<file path="config.mk">
export PLATFORM = sky130hd
export DESIGN_NAME = axi4lite_regfile_slave
export DESIGN_NICKNAME = d
export VERILOG_FILES = /design/src/rtl/axi4lite_pkg.sv /design/src/rtl/axi4lite_reg_bank.sv /design/src/rtl/axi4lite_regfile_slave.sv
export SDC_FILE = /design/constraint.sdc
export NUM_CORES = 1
export LEC_CHECK = 0
export BUFFER_PORTS_ARGS = -buffer_cell sky130_fd_sc_hd__buf_2
export CAP_MARGIN = 30
export CELL_PAD_IN_SITES_DETAIL_PLACEMENT = 0
export CELL_PAD_IN_SITES_GLOBAL_PLACEMENT = 1
export CORE_AREA = 2 2 186 188
export CTS_CLUSTER_DIAMETER = 50
export DETAILED_ROUTE_END_ITERATION = 10
export DIE_AREA = 0 0 188 190
export MAX_ROUTING_LAYER = met4
export PLACE_DENSITY = 0.8
export REMOVE_ABC_BUFFERS = 1
export SYNTH_ARGS = -nofsm -noshare
export SYNTH_HDL_FRONTEND = slang
export SYNTH_SLANG_ARGS = --single-unit
</file>
<file path="constraint.sdc">
create_clock -name clk -period 5.7 [get_ports clk]
set_clock_uncertainty 0.1 [all_clocks]
set_input_delay 0.855 -clock clk [delete_from_list [all_inputs] [get_ports clk]]
set_output_delay 0.855 -clock clk [all_outputs]
set_load 0.005 [all_outputs]
</file>
<file path="src/rtl/axi4lite_pkg.sv">
// Shared response codes, channel state types and the byte-lane merge helper
// for the AXI4-Lite register file slave.
package axi4lite_pkg;

    localparam logic [1:0] RESP_OKAY   = 2'b00;
    localparam logic [1:0] RESP_SLVERR = 2'b10;

    typedef enum logic [1:0] {
        W_IDLE,
        W_HAVE_A,
        W_HAVE_D,
        W_RESP
    } w_state_t;

    typedef enum logic {
        R_IDLE,
        R_DATA
    } r_state_t;

    function automatic logic [7:0] strb_merge_byte(
        input logic [7:0] old_byte,
        input logic [7:0] new_byte,
        input logic       en
    );
        return en ? new_byte : old_byte;
    endfunction

endpackage

</file>
<file path="src/rtl/axi4lite_reg_bank.sv">
// Register storage with byte-strobe merge, read-only slots fed from hw_in,
// one-cycle write pulses and the combinational read mux.
module axi4lite_reg_bank
    import axi4lite_pkg::*;
#(
    parameter int unsigned           ADDR_WIDTH = 3,
    parameter int unsigned           DATA_WIDTH = 32,
    parameter int unsigned           NUM_REGS   = 6,
    parameter logic [NUM_REGS-1:0]   RO_MASK    = 6'b100000,
    parameter logic [DATA_WIDTH-1:0] RESET_VAL  = '0
) (
    input  logic                           clk,
    input  logic                           rst_n,
    input  logic                           wr_en,
    input  logic [ADDR_WIDTH-1:0]          wr_addr,
    input  logic [DATA_WIDTH-1:0]          wr_data,
    input  logic [DATA_WIDTH/8-1:0]        wr_strb,
    output logic                           wr_ok,
    input  logic [ADDR_WIDTH-1:0]          rd_addr,
    output logic [DATA_WIDTH-1:0]          rd_data,
    output logic                           rd_ok,
    input  logic [NUM_REGS*DATA_WIDTH-1:0] hw_in,
    output logic [NUM_REGS*DATA_WIDTH-1:0] reg_q,
    output logic [NUM_REGS-1:0]            wr_pulse
);

    logic [DATA_WIDTH-1:0] regs [NUM_REGS];
    logic [DATA_WIDTH-1:0] slot [NUM_REGS];

    always_comb begin
        reg_q = '0;
        for (int unsigned i = 0; i < NUM_REGS; i++) begin
            slot[i] = RO_MASK[i] ? hw_in[i*DATA_WIDTH +: DATA_WIDTH] : regs[i];
            reg_q[i*DATA_WIDTH +: DATA_WIDTH] = RO_MASK[i] ? '0 : regs[i];
        end
    end

    // Addresses past NUM_REGS match no slot, so they fall out as errors here.
    always_comb begin
        wr_ok   = 1'b0;
        rd_ok   = 1'b0;
        rd_data = '0;
        for (int unsigned i = 0; i < NUM_REGS; i++) begin
            if (wr_addr == ADDR_WIDTH'(i) && !RO_MASK[i]) begin
                wr_ok = 1'b1;
            end
            if (rd_addr == ADDR_WIDTH'(i)) begin
                rd_ok   = 1'b1;
                rd_data = slot[i];
            end
        end
    end

    always_ff @(posedge clk or negedge rst_n) begin
        if (!rst_n) begin
            for (int unsigned i = 0; i < NUM_REGS; i++) begin
                regs[i] <= RESET_VAL;
            end
            wr_pulse <= '0;
        end else begin
            wr_pulse <= '0;
            for (int unsigned i = 0; i < NUM_REGS; i++) begin
                if (wr_en && wr_ok && wr_addr == ADDR_WIDTH'(i)) begin
                    wr_pulse[i] <= 1'b1;
                    for (int unsigned b = 0; b < DATA_WIDTH/8; b++) begin
                        regs[i][b*8 +: 8] <= strb_merge_byte(regs[i][b*8 +: 8],
                                                             wr_data[b*8 +: 8],
                                                             wr_strb[b]);
                    end
                end
            end
        end
    end

endmodule

</file>
<file path="src/rtl/axi4lite_regfile_slave.sv">
// AXI4-Lite slave front end: independent write (AW/W in any order) and read
// channel FSMs driving a parametrised register bank.
module axi4lite_regfile_slave
    import axi4lite_pkg::*;
#(
    parameter int unsigned           ADDR_WIDTH = 3,
    parameter int unsigned           DATA_WIDTH = 32,
    parameter int unsigned           NUM_REGS   = 6,
    parameter logic [NUM_REGS-1:0]   RO_MASK    = 6'b100000,
    parameter logic [DATA_WIDTH-1:0] RESET_VAL  = '0
) (
    input  logic                           clk,
    input  logic                           rst_n,
    input  logic [ADDR_WIDTH-1:0]          awaddr,
    input  logic                           awvalid,
    output logic                           awready,
    input  logic [DATA_WIDTH-1:0]          wdata,
    input  logic [DATA_WIDTH/8-1:0]        wstrb,
    input  logic                           wvalid,
    output logic                           wready,
    output logic [1:0]                     bresp,
    output logic                           bvalid,
    input  logic                           bready,
    input  logic [ADDR_WIDTH-1:0]          araddr,
    input  logic                           arvalid,
    output logic                           arready,
    output logic [DATA_WIDTH-1:0]          rdata,
    output logic [1:0]                     rresp,
    output logic                           rvalid,
    input  logic                           rready,
    input  logic [NUM_REGS*DATA_WIDTH-1:0] hw_in,
    output logic [NUM_REGS*DATA_WIDTH-1:0] reg_q,
    output logic [NUM_REGS-1:0]            wr_pulse
);

    w_state_t w_state, w_next;
    r_state_t r_state, r_next;

    logic                    ready_en;
    logic [ADDR_WIDTH-1:0]   aw_addr_q;
    logic [DATA_WIDTH-1:0]   wdata_q;
    logic [DATA_WIDTH/8-1:0] wstrb_q;
    logic                    aw_hs, w_hs, ar_hs;
    logic                    commit, wr_ok, rd_ok;
    logic [ADDR_WIDTH-1:0]   c_addr;
    logic [DATA_WIDTH-1:0]   c_data, rd_data;
    logic [DATA_WIDTH/8-1:0] c_strb;

    // ready_en keeps every ready low until the first edge after reset release.
    assign awready = ready_en && (w_state == W_IDLE || w_state == W_HAVE_D);
    assign wready  = ready_en && (w_state == W_IDLE || w_state == W_HAVE_A);
    assign bvalid  = (w_state == W_RESP);
    assign arready = ready_en && (r_state == R_IDLE);
    assign rvalid  = (r_state == R_DATA);

    assign aw_hs = awvalid && awready;
    assign w_hs  = wvalid && wready;
    assign ar_hs = arvalid && arready;

    // The commit takes whichever half arrives live on this edge, the other from the latch.
    always_comb begin
        w_next = w_state;
        commit = 1'b0;
        c_addr = aw_addr_q;
        c_data = wdata_q;
        c_strb = wstrb_q;
        case (w_state)
            W_IDLE: begin
                if (aw_hs && w_hs) begin
                    commit = 1'b1;
                    w_next = W_RESP;
                    c_addr = awaddr;
                    c_data = wdata;
                    c_strb = wstrb;
                end else if (aw_hs) begin
                    w_next = W_HAVE_A;
                end else if (w_hs) begin
                    w_next = W_HAVE_D;
                end
            end
            W_HAVE_A: begin
                if (w_hs) begin
                    commit = 1'b1;
                    w_next = W_RESP;
                    c_data = wdata;
                    c_strb = wstrb;
                end
            end
            W_HAVE_D: begin
                if (aw_hs) begin
                    commit = 1'b1;
                    w_next = W_RESP;
                    c_addr = awaddr;
                end
            end
            W_RESP: begin
                if (bready) begin
                    w_next = W_IDLE;
                end
            end
            default: w_next = W_IDLE;
        endcase
    end

    always_comb begin
        r_next = r_state;
        case (r_state)
            R_IDLE:  if (ar_hs)  r_next = R_DATA;
            R_DATA:  if (rready) r_next = R_IDLE;
            default: r_next = R_IDLE;
        endcase
    end

    always_ff @(posedge clk or negedge rst_n) begin
        if (!rst_n) begin
            ready_en  <= 1'b0;
            w_state   <= W_IDLE;
            r_state   <= R_IDLE;
            aw_addr_q <= '0;
            wdata_q   <= '0;
            wstrb_q   <= '0;
            bresp     <= RESP_OKAY;
            rdata     <= '0;
            rresp     <= RESP_OKAY;
        end else begin
            ready_en <= 1'b1;
            w_state  <= w_next;
            r_state  <= r_next;
            if (aw_hs) begin
                aw_addr_q <= awaddr;
            end
            if (w_hs) begin
                wdata_q <= wdata;
                wstrb_q <= wstrb;
            end
            if (commit) begin
                bresp <= wr_ok ? RESP_OKAY : RESP_SLVERR;
            end
            if (ar_hs) begin
                rdata <= rd_data;
                rresp <= rd_ok ? RESP_OKAY : RESP_SLVERR;
            end
        end
    end

    axi4lite_reg_bank #(
        .ADDR_WIDTH (ADDR_WIDTH),
        .DATA_WIDTH (DATA_WIDTH),
        .NUM_REGS   (NUM_REGS),
        .RO_MASK    (RO_MASK),
        .RESET_VAL  (RESET_VAL)
    ) u_bank (
        .clk      (clk),
        .rst_n    (rst_n),
        .wr_en    (commit),
        .wr_addr  (c_addr),
        .wr_data  (c_data),
        .wr_strb  (c_strb),
        .wr_ok    (wr_ok),
        .rd_addr  (araddr),
        .rd_data  (rd_data),
        .rd_ok    (rd_ok),
        .hw_in    (hw_in),
        .reg_q    (reg_q),
        .wr_pulse (wr_pulse)
    );

endmodule

</file>
==> flow_results.org, run 1 <==
** CTS
- # Post-CTS Setup Buffers :: 0
- Hold bufs inserted after CTS :: 0
- Count of H-tree levels built during CTS :: 2
- Later-pin clock latency in the skew report :: roughly 510 ps
- Gates resized during post-CTS repair numbered 0.
- The root buffer cell chosen for the clock tree is clkbuf_16.
- Clock-pin slew was measured on the worst setup and hold paths at 60 ps.
- Max clock buf depth :: 3
- Counting the buffers created by CTS gives 37.
- Count of clock tree sinks :: around 240
- TritonCTS built the clock tree.

** STA
- Final worst hold slack :: just under 300 ps
- Max Clk Rate :: ~280 MHz
- For the pin with the worst max-slew slack, the measured transition is ~1000 ps.
- The final number of hold-violating endpoints came to 0.
- In the post-route analysis, the smallest setup slack over all paths is around 2100 ps.
- Clock period minus final worst setup slack :: about 3600 ps
- Final setup violation count :: 0
- Max_slew headroom :: about a third
- Count of final max-slew check failures :: 0
- Period utilisation layout :: around 63%
- Setup repair after global routing missed its margin :: false
- Post-Route Setup TNS :: 0 ps

** Power
- IR analysis of the VDD net gives a maximum drop of ~0.00030 V.
- In this run the power density over the cells is between 500 and 600 nW/um^2.
- For this design the static power due to leakage is around 7.4 nW.
- The completed layout was analyzed and its total power is a little under 8 mW.

** Critical path
- The cell that appears most often on the critical path is inv_1.
- Critical-path cell with the highest stage delay :: a211oi_4
- The worst setup path is of the flip-flop to flip-flop kind.
- Element type at the critical path end :: flip-flop
- In this run the worst path has a maximum fanout of 18.
- Critical path cell sequence :: inv_1 > ha_1 > inv_1 > a21oi_2 > a221oi_1 > a211oi_4 > mux2_2
- Required time of the critical path :: 5990 ps
- The worst setup path is launched from a flip-flop.
- Counting both buffers and inverters, the worst setup path holds a total of 2.
- For this run, the slowest stage of the critical path takes between 600 and 700 ps.
- In this design, the largest share of critical-path delay is due to compound AO/OA/AOI/OAI gates.
- Data arrival time of the critical path :: a little under 4000 ps

** Global routing
- Antenna violations before repair :: 9
- Largest net degree at the start of global routing :: between 100 and 150
- The via count of the first global-routing pass is between 8,000 and 9,000.
- GRT Util Overall :: between 20% and 30%
- Total congestion overflow :: 0
- Wire length of the first global-routing pass :: around 57,000 um

** Run
- Max-capacitance violation count :: 0

** Routing
- DRC violation total after the first TritonRoute iteration :: between 500 and 600
- Final ANT Viol Nets :: 0
- The routed layout has between 9,000 and 10,000 vias.
- Wire length per cell :: 22.0 um
- In the routed layout, each cell is associated on average with a via count of approximately 5.3.
- Count of unresolved DRC violations after routing :: 0
- For this block, the routed nets add up to 37,800 um of wire.
- Before antenna repair, the detailed router went through 5 iterations.

** Floorplanning
- The die is between 150 and 200 um wide.
- The die covers roughly 36,000 sq um.
- Core area :: 33,900 sq um
- From bottom edge to top edge, the die measures approximately 190 um.
- After floorplanning, the core was divided into 68 placement rows.
- Starting density of the core :: 34.7%
- 480 I/O pins were placed.

** Place
- Worst slack at placement :: ~2100 ps
- At the end of routability-driven placement, the weighted congestion stood at about 0.82.
- After legalization and detailed placement, the total HPWL measured approximately 25,000 um.
- The count of buffers added on input and output ports is around 290.
- Post-DP Area :: around 14,000 sq um

** Yosys
- The synthesized design contains 243 register bits.
- Yosys instantiated no cell more often than mux2_2.
- Main flop type after synthesis :: dfrtp_1
- Netlist Area Pre-Place :: between 10,000 and 15,000 sq um
- The synthesized netlist contains 44 unique library cells.
- Post-synth top cells :: mux2_2 (251), dfrtp_1 (243), o21ai_0 (66)
- The Yosys step of the flow raised 0 warnings.
- Counting every instance in the synthesized netlist gives between 900 and 1,000.
- Of all cell types, the one taking the most synthesized area is dfrtp_1.
- Number of flops mapped to enable cells by yosys :: 0
- Counting flops with an async set or reset pin after synthesis yields a share of between 90% and 100%.
- Proportion of synthesized chip area in sequential cells :: roughly half
- The top cell type by area accounts for about half of the synthesized area.
- Averaged over all synthesized cells, the footprint is 12.6 sq um.
- By area the synthesized netlist is led by dfrtp_1 (52%), mux2_2 (24%), a22oi_1 (3.7%).

** Worst hold path
- The min-delay analysis places its worst path in the category primary input to asynchronous set/reset pin.

** Finish
- Layout cells sized above 1 :: between 50% and 60%
- Number of nets at the end of the flow :: 1,469
- Area growth from synthesis to layout :: 26.8%
- Fill cells :: 3,208
- Final design instance area without fill :: around 15,000 sq um

** Status
- Outcome :: complete, no violations
## report_power, final
| part | internal [mW] | leakage, nW | total (mW) | switching (mW) |
|---|---|---|---|---|
| Clock | 1.54 | 0.650 | 2.39 | 0.854 |
| Combinational | 1.30 | 3.57 | 2.62 | 1.32 |
| Sequential | 2.39 | 3.17 | 2.90 | 0.512 |
| Total | 5.23 | 7.39 | 7.92 | 2.69 |
## metrics by stage
| step | instances | util [%] |
|---|---|---|
| after floorplan | 888 | - |
| after global placement | 1638 | 40.0 |
| after detailed placement | 1638 | 40.0 |
| after CTS | 1704 | 43.8 |
| after global routing | 1713 | 44.0 |
| final | 1715 | 44.0 |
## state kept, by name, summed over array words and instances (netlist names)
name and cells:
rvalid 1, ready_en 1, wdata_q 32, rresp 1, u_bank.wr_pulse 6, w_state 2, bresp 1, u_bank.reg_q 160
rdata 32, wstrb_q 4, aw_addr_q 3
## worst register-to-register path: cells and delay by family (launching register included)
kind / cells / cell delay, ps
adder cells (fa/ha/maj): 1 / 460
flip-flops: 1 / 410
buffers and inverters: 2 / 670
multiplexers: 1 / 410
AO/OA/AOI/OAI: 3 / 1430
## logic make-up (layout without fill, tap and decap cells)
kind of cell / after synthesis / after routing / share of synthesized area, %
compound gates: 209 / 209 / 13.0
buf+inv: 89 / 367 / 4.08
other cells: 2 / 46 / 0.0637
simple gates: 126 / 126 / 5.53
flops: 243 / 243 / 51.6
mux: 264 / 264 / 25.2
fa+ha+maj: 5 / 5 / 0.531
## placed cells by master, fill, tap and decap left out, types with 2 or more instances in the layout
cell and count:
o21a_1 2, nand2_1 49, bufinv_16 5, nor2_1 28, ha_1 5, and2_1 9, clkbuf_16 39, clkinv_4 2
nor2b_1 3, clkbuf_1 2, a21o_1 2, inv_1 5, clkinv_2 5, a221oi_1 24, o22ai_1 17, nand3_1 6
a21oi_1 3, o21ai_0 66, clkbuf_8 4, nand2b_1 2, inv_6 6, diode_2 10, o211ai_1 3, inv_8 2
conb_1 36, mux2_2 251, nand3_2 16, a211oi_4 4, mux2i_1 11, a22o_1 15, buf_4 10, a221o_1 4
nor2_2 2, a221oi_2 5, dfrtp_1 243, buf_2 283, and4_1 2, a22oi_1 58
## per-layer routing
| metal | track usage (%) | part of all wire [%] | vias up |
|---|---|---|---|
| li1 | - | - | 4047 |
| met1 | 29.3 | 45 | 4608 |
| met2 | 31.6 | 44 | 373 |
| met3 | 6.09 | 9.1 | 44 |
| met4 | 5.06 | 1.5 | 0 |
| met5 | - | 0 | - |
## area by class of cell
class	instances	area [sq um]	area share (%)
inverters	5	18.8	0.126
flip-flops and latches	243	6080	40.7
well taps	455	569	3.81
clock inverters	21	275	1.84
diodes	10	25.0	0.168
multi-input cells	640	5380	36.0
clock buffers	45	1040	6.95
repair buffers	296	1550	10.4
## worst paths after layout
kind / start / endpoint / slack, ps / depth (start not counted)
max in group asynchronous: rst_n / wdata_q[13] / 3910 / 2
hold / removal: rst_n / rdata[9] / 300 / 1
setup / recovery: w_state[0] / u_bank.reg_q[91] / 2100 / 7
setup reg to reg: w_state[0] / u_bank.reg_q[91] / 2100 / 7
min in group clk: rdata[10] / rdata[10] / 380 / 2
hold reg to reg: rdata[10] / rdata[10] / 380 / 2
Note: power is estimated with default switching activity, not from simulation.
==> inputs of run 2 (changes only) <==
- CORE_AREA: 2 2 186 188 -> 2 2 185 187
- DIE_AREA: 0 0 188 190 -> 0 0 187 189
- PLACE_DENSITY: 0.8 -> 0.81
- clock period: 5.7 -> 3.56 ns (I/O delays scaled with it)
==> run 2 against run 1 <==
Net effect: critical endpoint is now u_bank.reg_q[142]; register-to-register slack worse by 1800 ps; core utilization up 1.3 points; final area up 0.90%; final cell count up 0.17%; count of clock-buffer cells in the layout up 1; sequential share of layout area down 0.36 points.
==> flow_results.org, run 2 (synthesis results as in run 1) <==
** Power
- Total chip power :: 12.7 mW (was 7.92 mW)
- Power density normalized to cell area :: 843 nW/um^2 (was 530 nW/um^2)
- Peak supply drop :: 0.000407 V (was 0.000297 V)
- The static leakage is 7.49 nW (was 7.39 nW).

** Routing
- The total length of routed wires was 38,100 um (was 37,800 um).
- The vias after detailed routing was 9,030 (was 9,072).
- The residual DRC count is 0 (unchanged).
- The count of nets left with antenna violations after detail routing came to 0 (unchanged).
- Iteration count of the initial detailed-routing pass :: 5 (unchanged)
- DRC violation total after the first TritonRoute iteration :: 464 (was 515)
- The average wire length per cell after detail routing is 22.2 um (was 22.0 um).
- The via count normalized by instance count came to 5.26 (was 5.29).

** Critical path
- The signal arrival time at the worst endpoint was 3590 ps (was 3890 ps).
- The kind of cell with the highest combined delay on the critical path is buffers and inverters (was compound AO/OA/AOI/OAI gates).
- Number of gates on the worst path with buffers counted :: 10 (was 7)
- Element type at the critical path end :: flip-flop (unchanged)
- The end point of the critical path is u_bank.reg_q[142] (was u_bank.reg_q[91]).
- Required time of the critical path :: 3890 ps (was 5990 ps)
- The top fanout value on the critical path came to 22 (was 18).
- The slowest cell on the critical path is o21ai_0 (was a211oi_4).
- Number of cell instances on the worst register-to-register path :: 10 (was 7)
- Critical path cell sequence :: inv_1 > ha_1 > o211ai_1 > buf_4 > buf_4 > nor2_2 > buf_4 > a22oi_1 > o21ai_0 > mux2_2 (was inv_1 > ha_1 > inv_1 > a21oi_2 > a221oi_1 > a211oi_4 > mux2_2)
- The cell seen most often among critical-path stages is buf_4 (was inv_1).
- The setup slack of the worst register-to-register path was 300 ps (was 2100 ps).
- The beginning of the critical path is w_state[0] (unchanged).
- Startpoint of the most critical register-to-register path :: w_state[0] (unchanged)
- Capture instance of the worst register-to-register path :: u_bank.reg_q[142] (was u_bank.reg_q[91])
- Type of the worst setup path :: flip-flop to flip-flop (unchanged)
- The number of buffer and inverter instances along the worst setup path was 4 (was 2).
- CP max stage delay :: 600 ps (was 640 ps)
- Critical path launch point type :: flip-flop (unchanged)

** Global routing
- The first-pass GRT wire length is 56,900 um (was 56,600 um).
- Antenna violations before repair :: 4 (was 9)
- Total congestion overflow :: 0 (unchanged)
- Largest net degree at the start of global routing :: 96 (was 125)
- The via count of the first global-routing pass was 8,959 (was 8,945).
- The total routing resource utilization after global routing came to 21.9% (was 21.5%).

** Finish
- Max reg flops :: 160 (unchanged)
- The number of nets in the layout was 1,487 (was 1,469).
- The most common library cell in the layout ignoring fill and taps was buf_2 (unchanged).
- Fill cells :: 3,162 (was 3,208)
- Area growth from synthesis to layout :: 27.9% (was 26.8%)
- Most frequent cells in the layout: buf_2 (283), mux2_2 (251), dfrtp_1 (243), o21ai_0 (66), a22oi_1 (58) (unchanged).
- The post-route standard cell area excluding fillers is 15,100 sq um (was 14,900 sq um).
- The share of cells above drive strength 1 was 52.2% (was 51.8%).

** Place
- The half-perimeter wire length after placement is 26,000 um (was 25,200 um).
- Number of port buffers :: 285 (unchanged)
- The cell area after placement is 13,800 sq um (was 13,600 sq um).
- The final weighted congestion of routability-driven global placement is 0.834 (was 0.817).

** Worst hold path
- In this run the most critical hold path is launched from rready.
- The type of the tightest min-delay check is primary input to flip-flop (was primary input to asynchronous set/reset pin).

** STA
- Max_slew headroom :: 38.8% (was 32.2%)
- Final setup violation count :: 0 (unchanged)
- The final number of hold-violating endpoints was 0 (unchanged).
- The final worst-path cycle share is 91.6% (was 63.1%).
- Count of final max-slew check failures :: 0 (unchanged)
- Worst slew pin tran :: 918 ps (was 1020 ps)
- Max Clk Rate :: 307 MHz (was 278 MHz)
- Setup repair after global routing missed its margin: false (unchanged).
- Clock period minus final worst setup slack :: 3260 ps (was 3600 ps)
- The worst hold-check slack was 109 ps (was 298 ps).

** CTS
- Count of clock tree sinks :: 243 (unchanged)
- The clock buffer count from CTS came to 35 (was 37).
- Number of gates resized after cts :: 0 (unchanged)
- Max clock buf depth :: 3 (unchanged)
- The TritonCTS clock tree is yes (unchanged).
- The level count of the clock H-tree was 2 (unchanged).
- The clock-pin slew reported for the worst setup and hold paths after clock tree synthesis is 50 ps (was 60 ps).
- Later-pin clock latency in the skew report :: 510 ps (about the same)
- Root Driver :: clkbuf_16 (unchanged)

** Run
- Max-capacitance violation count :: 0 (unchanged)

** Floorplanning
- The initial standard-cell utilization of the core came to 35.4% (was 34.7%).
- Floorplan die width :: 187 um (was 188 um)
- The die extent in y is 189 um (was 190 um).
- The area of the core region was 33,300 sq um (was 33,900 sq um).
- The number of top-level pins was 480 (unchanged).
- Die footprint :: 35,300 sq um (was 35,700 sq um)
- Number of placement rows :: 67 (was 68)

** Status
- Outcome: complete, no violations (unchanged).
run 2: power by group:
group          total [mW]  internal (mW)  leakage (nW)  switching (mW)
sequential           4.62           3.83          3.17           0.796
clock                3.81           2.52         0.635            1.30
combinational        4.26           2.14          3.68            2.13
total                12.7           8.48          7.49            4.22
run 2: worst min path at each step:
| stage | endpoint | slack, ps | depth (start not counted) |
|---|---|---|---|
| after floorplan | aw_addr_q[0] | 140 | 0 |
| after global placement | rdata[15] | 360 | 2 |
| after detailed placement | bresp[1] | 360 | 1 |
| after CTS | rvalid | 100 | 2 |
| after global routing | rvalid | 110 | 2 |
| final | rvalid | 110 | 2 |
run 2: final cells by class:
cell class,instances,area (sq um),share of cell area [%]
flip-flops and latches,243,6080,40.3
clock inverters,16,280,1.86
inverters,5,18.8,0.125
diodes,4,10.0,0.0664
well taps,448,561,3.72
multi-input cells,640,5380,35.7
repair buffers,316,1740,11.5
clock buffers,46,1010,6.70
run 2: metal layers:
| metal | up-vias | part of all wire [%] | routed length, um | GRT usage, % |
|---|---|---|---|---|
| met1 | 4555 | 46 | 17400 | 29.3 |
| met2 | 350 | 45 | 16900 | 32.9 |
| met3 | 68 | 7.4 | 2820 | 5.58 |
| li1 | 4057 | - | - | - |
| met4 | 0 | 2.3 | 879 | 5.86 |
| met5 | - | 0 | 0 | - |
run 2: what timing repair did:
item,CTS,global route
hold buffers,1,0
buffers inserted,0,0
hold endpoints to repair,29,0
endpoints found under the setup margin,0,0
run 2: worst register-to-register path, stage by stage, from the launching register on:
cell	delay, ps
dfrtp_1	410
inv_1	130
ha_1	470
o211ai_1	160
buf_4	250
buf_4	270
nor2_2	130
buf_4	290
a22oi_1	100
o21ai_0	600
mux2_2	280
run 2: per-stage QoR:
stage	utilization, %	worst slack [ps]	setup TNS (ps)	instances
floorplan	-	-1520	-247840	888
global placement	41.4	389	0	1651
detailed placement	41.4	336	0	1651
CTS	45.3	306	0	1714
global route	45.3	120	0	1718
finish	45.3	299	0	1718
